<file path="config.mk">
export PLATFORM = sky130hd
export DESIGN_NAME = core_pipe_dispatch
export DESIGN_NICKNAME = d
export VERILOG_FILES = /design/src/rtl/core_pipe_dispatch_pkg.sv /design/src/rtl/core_pipe_dispatch_byp.sv /design/src/rtl/core_pipe_dispatch.sv
export SDC_FILE = /design/constraint.sdc
export NUM_CORES = 2
export LEC_CHECK = 0
export CAP_MARGIN = 10
export CORE_AREA = 8 8 269 271
export CTS_CLUSTER_SIZE = 24
export DETAILED_ROUTE_END_ITERATION = 10
export DIE_AREA = 0 0 277 279
export GPL_TIMING_DRIVEN = 0
export PLACE_DENSITY = 0.82
export SYNTH_ARGS = -nofsm -noshare
export SYNTH_HDL_FRONTEND = slang
export SYNTH_HIERARCHICAL = 1
export SYNTH_SLANG_ARGS = --single-unit
</file>
<file path="constraint.sdc">
create_clock -name g_clk -period 4.8 [get_ports g_clk]
set_clock_uncertainty 0.2 [all_clocks]
set_input_delay 0.96 -clock g_clk [delete_from_list [all_inputs] [get_ports g_clk]]
set_output_delay 0.96 -clock g_clk [all_outputs]
set_load 0.02 [all_outputs]
</file>
<file path="src/rtl/core_pipe_dispatch_pkg.sv">
// Shared core constants and decode/dispatch bundle types.
// Op-field widths are range indices (field width = *_R + 1).
package core_pipe_dispatch_pkg;

  localparam int CORE_XLEN  = 64;
  localparam int ALU_OP_R   = 5;
  localparam int LSU_OP_R   = 3;
  localparam int MDU_OP_R   = 2;
  localparam int CSR_OP_R   = 2;
  localparam int CFU_OP_R   = 2;
  localparam int REG_ADDR_R = 4;

  localparam logic [ALU_OP_R:0] ALU_OP_NOP = '0;
  localparam logic [CFU_OP_R:0] CFU_OP_NOP = '0;

  typedef enum logic [1:0] {
    DSP_EMPTY = 2'd0,
    DSP_ONE   = 2'd1,
    DSP_FULL  = 2'd2
  } dispatch_state_t;

  typedef struct packed {
    logic [CORE_XLEN-1:0]  pc;
    logic [CORE_XLEN-1:0]  opr_a;
    logic [CORE_XLEN-1:0]  opr_b;
    logic [CORE_XLEN-1:0]  opr_c;
    logic [REG_ADDR_R:0]   rd;
    logic [ALU_OP_R:0]     alu_op;
    logic [LSU_OP_R:0]     lsu_op;
    logic [MDU_OP_R:0]     mdu_op;
    logic [CSR_OP_R:0]     csr_op;
    logic [CFU_OP_R:0]     cfu_op;
    logic                  op_w;
    logic [31:0]           instr;
  } dispatch_bundle_t;

  // Skid entry keeps source tags so it can still be patched while waiting.
  typedef struct packed {
    dispatch_bundle_t      b;
    logic [REG_ADDR_R:0]   rs1;
    logic [REG_ADDR_R:0]   rs2;
    logic                  a_rs1;
    logic                  b_rs2;
    logic                  c_rs2;
  } dispatch_skid_t;

  function automatic dispatch_bundle_t bundle_reset();
    dispatch_bundle_t r;
    r        = '0;
    r.alu_op = ALU_OP_NOP;
    r.cfu_op = CFU_OP_NOP;
    return r;
  endfunction

endpackage

</file>
<file path="src/rtl/core_pipe_dispatch_byp.sv">
// Combinational operand patcher: replaces register-sourced operands
// with the execute writeback value when the source register matches.
module core_pipe_dispatch_byp
  import core_pipe_dispatch_pkg::*;
(
  input  logic                 wen,
  input  logic [REG_ADDR_R:0]  waddr,
  input  logic [CORE_XLEN-1:0] wdata,
  input  dispatch_skid_t       src,
  output dispatch_skid_t       dst
);

  logic hit_rs1;
  logic hit_rs2;

  // x0 writes are architecturally discarded, so never forward them.
  assign hit_rs1 = wen && (waddr == src.rs1) && (waddr != '0);
  assign hit_rs2 = wen && (waddr == src.rs2) && (waddr != '0);

  always_comb begin
    dst = src;
    if (hit_rs1 && src.a_rs1) dst.b.opr_a = wdata;
    if (hit_rs2 && src.b_rs2) dst.b.opr_b = wdata;
    if (hit_rs2 && src.c_rs2) dst.b.opr_c = wdata;
  end

endmodule

</file>
<file path="src/rtl/core_pipe_dispatch.sv">
// Decode-to-execute boundary: registered output stage plus one-entry skid,
// with writeback forwarding at capture and while parked in the skid.
//   state     | meaning
//   DSP_EMPTY | out register invalid
//   DSP_ONE   | out register valid, skid empty
//   DSP_FULL  | out register and skid both valid
module core_pipe_dispatch
  import core_pipe_dispatch_pkg::*;
#(
  parameter int XLEN = CORE_XLEN
) (
  input  logic                g_clk,
  input  logic                g_resetn,
  input  logic                s1_valid,
  output logic                s1_ready,
  input  logic [XLEN-1:0]     s1_pc,
  input  logic [XLEN-1:0]     s1_opr_a,
  input  logic [XLEN-1:0]     s1_opr_b,
  input  logic [XLEN-1:0]     s1_opr_c,
  input  logic [REG_ADDR_R:0] s1_rd,
  input  logic [REG_ADDR_R:0] s1_rs1,
  input  logic [REG_ADDR_R:0] s1_rs2,
  input  logic                s1_a_rs1,
  input  logic                s1_b_rs2,
  input  logic                s1_c_rs2,
  input  logic [ALU_OP_R:0]   s1_alu_op,
  input  logic [LSU_OP_R:0]   s1_lsu_op,
  input  logic [MDU_OP_R:0]   s1_mdu_op,
  input  logic [CSR_OP_R:0]   s1_csr_op,
  input  logic [CFU_OP_R:0]   s1_cfu_op,
  input  logic                s1_op_w,
  input  logic [31:0]         s1_instr,
  output logic                s2_valid,
  input  logic                s2_ready,
  output logic [XLEN-1:0]     s2_pc,
  output logic [XLEN-1:0]     s2_opr_a,
  output logic [XLEN-1:0]     s2_opr_b,
  output logic [XLEN-1:0]     s2_opr_c,
  output logic [REG_ADDR_R:0] s2_rd,
  output logic [ALU_OP_R:0]   s2_alu_op,
  output logic [LSU_OP_R:0]   s2_lsu_op,
  output logic [MDU_OP_R:0]   s2_mdu_op,
  output logic [CSR_OP_R:0]   s2_csr_op,
  output logic [CFU_OP_R:0]   s2_cfu_op,
  output logic                s2_op_w,
  output logic [31:0]         s2_instr,
  input  logic                s2_rd_wen,
  input  logic [REG_ADDR_R:0] s2_rd_addr,
  input  logic [XLEN-1:0]     s2_rd_wdata,
  input  logic                cf_flush
);

  dispatch_state_t  state_q, state_d;
  logic             ready_q;
  dispatch_bundle_t out_q;
  dispatch_skid_t   skid_q, skid_byp;
  dispatch_skid_t   cap_raw, cap_byp;
  logic             accept, drain;
  logic             load_out, load_skid, move_skid;

  always_comb begin
    cap_raw          = '0;
    cap_raw.b.pc     = s1_pc;
    cap_raw.b.opr_a  = s1_opr_a;
    cap_raw.b.opr_b  = s1_opr_b;
    cap_raw.b.opr_c  = s1_opr_c;
    cap_raw.b.rd     = s1_rd;
    cap_raw.b.alu_op = s1_alu_op;
    cap_raw.b.lsu_op = s1_lsu_op;
    cap_raw.b.mdu_op = s1_mdu_op;
    cap_raw.b.csr_op = s1_csr_op;
    cap_raw.b.cfu_op = s1_cfu_op;
    cap_raw.b.op_w   = s1_op_w;
    cap_raw.b.instr  = s1_instr;
    cap_raw.rs1      = s1_rs1;
    cap_raw.rs2      = s1_rs2;
    cap_raw.a_rs1    = s1_a_rs1;
    cap_raw.b_rs2    = s1_b_rs2;
    cap_raw.c_rs2    = s1_c_rs2;
  end

  core_pipe_dispatch_byp u_byp_cap (
    .wen   (s2_rd_wen),
    .waddr (s2_rd_addr),
    .wdata (s2_rd_wdata),
    .src   (cap_raw),
    .dst   (cap_byp)
  );

  core_pipe_dispatch_byp u_byp_skid (
    .wen   (s2_rd_wen),
    .waddr (s2_rd_addr),
    .wdata (s2_rd_wdata),
    .src   (skid_q),
    .dst   (skid_byp)
  );

  assign s1_ready = ready_q;
  assign s2_valid = (state_q != DSP_EMPTY);
  assign accept   = s1_valid && ready_q;
  assign drain    = s2_valid && s2_ready;

  always_comb begin
    state_d   = state_q;
    load_out  = 1'b0;
    load_skid = 1'b0;
    move_skid = 1'b0;
    if (cf_flush) begin
      state_d = DSP_EMPTY;
    end else begin
      case (state_q)
        DSP_EMPTY: if (accept) begin
          state_d  = DSP_ONE;
          load_out = 1'b1;
        end
        DSP_ONE: if (accept && drain) begin
          load_out = 1'b1;
        end else if (accept) begin
          state_d   = DSP_FULL;
          load_skid = 1'b1;
        end else if (drain) begin
          state_d = DSP_EMPTY;
        end
        DSP_FULL: if (drain) begin
          state_d   = DSP_ONE;
          move_skid = 1'b1;
        end
        default: state_d = DSP_EMPTY;
      endcase
    end
  end

  always_ff @(posedge g_clk) begin
    if (!g_resetn) begin
      state_q <= DSP_EMPTY;
      ready_q <= 1'b1;
      out_q   <= bundle_reset();
      skid_q  <= '0;
    end else begin
      state_q <= state_d;
      ready_q <= (state_d != DSP_FULL);
      if (load_out)       out_q <= cap_byp.b;
      else if (move_skid) out_q <= skid_byp.b;
      // The parked entry keeps absorbing writebacks until it moves out.
      if (load_skid)                 skid_q <= cap_byp;
      else if (state_q == DSP_FULL)  skid_q <= skid_byp;
    end
  end

  assign s2_pc     = out_q.pc;
  assign s2_opr_a  = out_q.opr_a;
  assign s2_opr_b  = out_q.opr_b;
  assign s2_opr_c  = out_q.opr_c;
  assign s2_rd     = out_q.rd;
  assign s2_alu_op = out_q.alu_op;
  assign s2_lsu_op = out_q.lsu_op;
  assign s2_mdu_op = out_q.mdu_op;
  assign s2_csr_op = out_q.csr_op;
  assign s2_cfu_op = out_q.cfu_op;
  assign s2_op_w   = out_q.op_w;
  assign s2_instr  = out_q.instr;

endmodule

</file>
Yosys cells after proc, flatten, opt, wreduce, memory -nomap -nowiden

Index checks and enable logic that the tools add are counted.

Add/subtract/negate cells: 0
Multipliers: 0
Div/mod/pow operators: 0
Order comparisons: 0
Eq/ne operators: 7
Shift operators: 0
Muxes and demuxes: 27
Bitwise operators: 0
Reductions and logical operators: 22

Operators with widths:

| cell                 | count |
|---|---|
| $mux W313            | 2 |
| $mux W64             | 6 |
| $mux W326            | 1 |
| $mux W262            | 1 |
| $eq A5 B5 Y1         | 4 |
| $logic_and A1 B1 Y1  | 17 |
| $mux W2              | 6 |
| $mux W1              | 9 |
| $pmux W2 S3          | 1 |
| $reduce_bool A2 Y1   | 3 |
| $reduce_bool A5 Y1   | 1 |
| $eq A2 B1 Y1 const B | 1 |
| $eq A2 B2 Y1 const B | 1 |
| $logic_not A2 Y1     | 1 |
| $ne A2 B2 Y1 const B | 1 |
| $pmux W1 S2          | 1 |

Register bits after elaboration: 642
Latch bits: 0
Memory bits (writable): 0
Memory bits (read-only): 0
Input bits: 401
Output and inout bits: 315
Memories: 0

Depth between registers and ports, before layout

Word-level depth: 8
Depth in mapped cells: 9

Cells and area by module

The synthesis kept the hierarchy.

By module, submodules not included:

| module                 | times used | cells an instance | area an instance (um^2) | seq. area each (um^2) |
|---|---|---|---|---|
| core_pipe_dispatch     | 1          | 3574              | 27879.2                 | 12852.3 |
| core_pipe_dispatch_byp | 2          | 365               | 4091.4                  | 0.0 |

Least setup slack after synthesis

No wires, ideal clock.

Path kind: input port to flip-flop
From: in s2_rd_addr[4]
To: reg skid_q[100] in the netlist's numbering
Library setup time: 0.116 ns
Arrival time: 2.564 ns
Path slack: 1.920 ns
Cell stages on the path: 9
Cells stage by stage: xor2_1 > nor4_4 > and4_4 > buf_12 > buf_12 > mux2_4 > nand2_1 > nand3_1 > o211a_1

RTL lines:

| what                 | line                      | text |
|---|---|---|
| from (decl)          | core_pipe_dispatch.sv:48  | `input logic [REG_ADDR_R:0] s2_rd_addr,` |
| to (signal assigned) | core_pipe_dispatch.sv:145 | `if (load_skid) skid_q <= cap_byp;` |
| to (signal assigned) | core_pipe_dispatch.sv:146 | `else if (state_q == DSP_FULL) skid_q <= skid_byp;` |
| to (decl)            | core_pipe_dispatch.sv:56  | `dispatch_skid_t skid_q, skid_byp;` |

Worst setup path after layout

From: in s2_ready
To: reg out_q (netlist bit s2_opr_b[6])

Word-level cells in the longest chain between the ends: 6
Elaborated cells on any way between the ends: 10

Ends and longest elaborated chain:

| what                                                   | line                      | text |
|---|---|---|
| from (decl)                                            | core_pipe_dispatch.sv:34  | `input logic s2_ready,` |
| $logic_and A1 B1 Y1 *                                  | core_pipe_dispatch.sv:101 | `assign drain = s2_valid && s2_ready;` |
| $logic_and A1 B1 Y1                                    | core_pipe_dispatch.sv:116 | `DSP_ONE: if (accept && drain) begin` |
| $mux W1                                                | core_pipe_dispatch.sv:116 |  |
| $pmux W1 S2                                            | core_pipe_dispatch.sv:111 | `case (state_q)` |
| $mux W1                                                | core_pipe_dispatch.sv:108 | `if (cf_flush) begin` |
| $mux W313 / $reduce_bool A2 Y1 (equally long branches) | -                         |  |
| to (signal assigned)                                   | core_pipe_dispatch.sv:137 | `out_q <= bundle_reset();` |
| to (signal assigned)                                   | core_pipe_dispatch.sv:142 | `if (load_out) out_q <= cap_byp.b;` |
| to (signal assigned)                                   | core_pipe_dispatch.sv:143 | `else if (move_skid) out_q <= skid_byp.b;` |
| to (decl)                                              | core_pipe_dispatch.sv:55  | `dispatch_bundle_t out_q;` |

Mark *: on every way between the ends. The rest lies on a longest branch, timed or not.
A chain may end at the register's enable or synchronous reset.

==> results.ini <==
[clock_network]
clk_pin_slew_ps = 70
cts_resized = 0
ctsHtreeMaxLevel = 3
clockBufferDepth = 3
cts_hold_buf = 0
cts_made_buffers = 71
cts_tree = built
clock-sinks = 642
cts_setup_buffers = 0
clk_latency_ps = 610
cts-root-buf = clkbuf_16

[critical_path]
arrival_ps = 3840
critical_path_class = in2reg
cp_max_fo = 10
cp.required_ps = 5110
regToRegStartpoint = state_q[1]
start_kind = input pin
cp-startpoint = s2_ready
worstSetupEndpointType = register
reg2reg_depth = 7

[drt]
wl_per_cell_um = 24.0
drc = 0
wl_met3_um = 13800
wl_met1_um = 54400
top_layer_used = met5
finalWirelength_um = 143000
dr_wl_met2_um = 66500
routed-via-count = 36095
drt_iter0_drc = 3713
firstDrtPassIters = 6
vias_per_cell = 6.09
drtAntennaViolNets = 0

[global_routing]
grt_pass1_wl_um = 212000
grt_usage = 0.346
antenna_found_initial = 30
overflow = 0
grt_pass1_vias = 34780
grt_max_degree = 14

[yosys]
ys.flop_type = dfxtp_1
synth_nets = 4705
syn_avg_cell_area_sq_um = 8.38
yosysWarnings = 6
synthCells = 4304
ys_types = 35
synth_area_sq_um = 36100
seq_area_frac_synth = 0.356
synth_edf_count = 0
yosys_register_bits = 642
synthArstFlopShare = 0

[final_layout]
syn2layout_area_growth_pct = 25.9
drive_gt1_frac = 0.177
fin_nets = 5371
final_cell_mix = nand2_1 (1,284), dfxtp_1 (642), clkdlybuf4s50_1 (593)
post-route-util = 0.668
layout_commonest_cell = nand2_1

[floorplan]
die_w_um = 277
ioPinCount = 716
die_h_um = 279
start_util = 0.530
dieArea_sq_um = 77300
row_count = 96
core_sq_um = 68000

[timing]
finalMaxSlewViolations = 0
setup_viol = 0
finalCritPeriodShare = 0.735
fmax_mhz = 283
finalHoldViolCount = 0
fin_crit_ps = 3530
rsz0062_at_grt = no
worst_slew_pin_slew_ps = 1300
whs_ps = 277
relSlewSlack = 0.132
timing.setup.tns_ps = 0

[power]
peakVddDrop_v = 0.000305
leakage_nw = 20.9
pwr_density_cell_nw_per_um2 = 291
finalPower_w = 0.0132

[placed_design]
dp_hpwl_um = 106000
io_buffers = 593
gp_congestion = 0.966

[hold_path]
min_from = s2_instr[12]
hp-class = reg2reg
min_path_cells = 2

[job]
maxCapViolCount = 0

[outcome]
status = finished clean

[kinds of logic (layout without fill, tap and decap cells)]
group / after synthesis / count (layout) / synth area share
AND/OR/NAND/NOR: 1637 / 1637 / 0.187
AO/OA/AOI/OAI: 958 / 958 / 0.189
buffers and inverters: 663 / 1379 / 0.118
flip-flops: 642 / 642 / 0.356
multiplexers: 384 / 384 / 0.145
XOR/XNOR: 20 / 20 / 0.00486
other: 0 / 26 / 0
[report_power, final]
part           total (W)  internal, W  switching [W]
sequential       0.00572      0.00556       0.000155
clock            0.00542      0.00308        0.00234
combinational    0.00208     0.000970        0.00111
[cell usage after synthesis (3+ instances only)]
master / number / area share
a31oi_1: 313 / 0.054
buf_1: 6 / 0.00062
buf_12: 14 / 0.0078
buf_2: 69 / 0.0096
buf_4: 269 / 0.056
buf_6: 59 / 0.018
clkbuf_1: 246 / 0.026
dfxtp_1: 642 / 0.36
mux2_1: 22 / 0.0069
mux2_2: 122 / 0.038
mux2_4: 240 / 0.10
nand2_1: 1284 / 0.13
nand2b_1: 3 / 0.00052
nand3_1: 326 / 0.045
nand4_4: 4 / 0.0024
nor2_1: 4 / 0.00042
o211a_1: 326 / 0.090
o21ai_0: 314 / 0.044
xnor2_1: 6 / 0.0015
xor2_1: 14 / 0.0034
[worst max-delay path, stage by stage]
cell             delay [ps]
clkdlybuf4s50_1         510
nand2b_1                210
or4b_1                  170
clkbuf_1                260
clkbuf_1                840
clkbuf_1                500
o21ai_0                 160
a31oi_1                 220
[area by class of cell]
cell class	instances	area [sq um]
Clock inverter	18	169
Buffer	663	4260
Antenna cell	26	65.1
Tap cell	882	1100
Multi-Input combinational cell	2999	19000
Clock buffer	105	2060
Timing Repair Buffer	593	5940
Fill cell	5582	22600
Sequential cell	642	12900
[metrics by stage]
stage,worst slack (ps),area [sq um],std cells
after floorplan,1920,36100,4304
after global placement,772,43100,5779
after detailed placement,757,43100,5779
after CTS,1390,45300,5902
after global routing,1180,45400,5920
final,1270,45400,5928
[per-layer routing]
layer	vias to the layer above	GRT usage
met2	2149	0.572
met1	17343	0.413
li1	16130	-
met3	459	0.0869
met5	-	0
met4	14	0.188
[path summary, 6_finish.rpt]
check                                    end  slack (ps)
worst max register to register  s2_opr_b[21]        1550
worst min register to register  s2_instr[12]         280
worst max-delay path             s2_opr_b[6]        1270
worst min-delay path            s2_instr[12]         280
[registers in the layout, indices dropped and copies added, names as in the netlist]
name and flops:
s2_opr_c 64, skid_q 326, s2_op_w 1, s2_lsu_op 4
s1_ready 1, s2_opr_a 64, s2_alu_op 6, s2_rd 5
s2_pc 64, s2_instr 32, s2_opr_b 64, state_q 2
s2_mdu_op 3, s2_cfu_op 3, s2_csr_op 3
No activity file was read; power rests on OpenSTA's default activity.
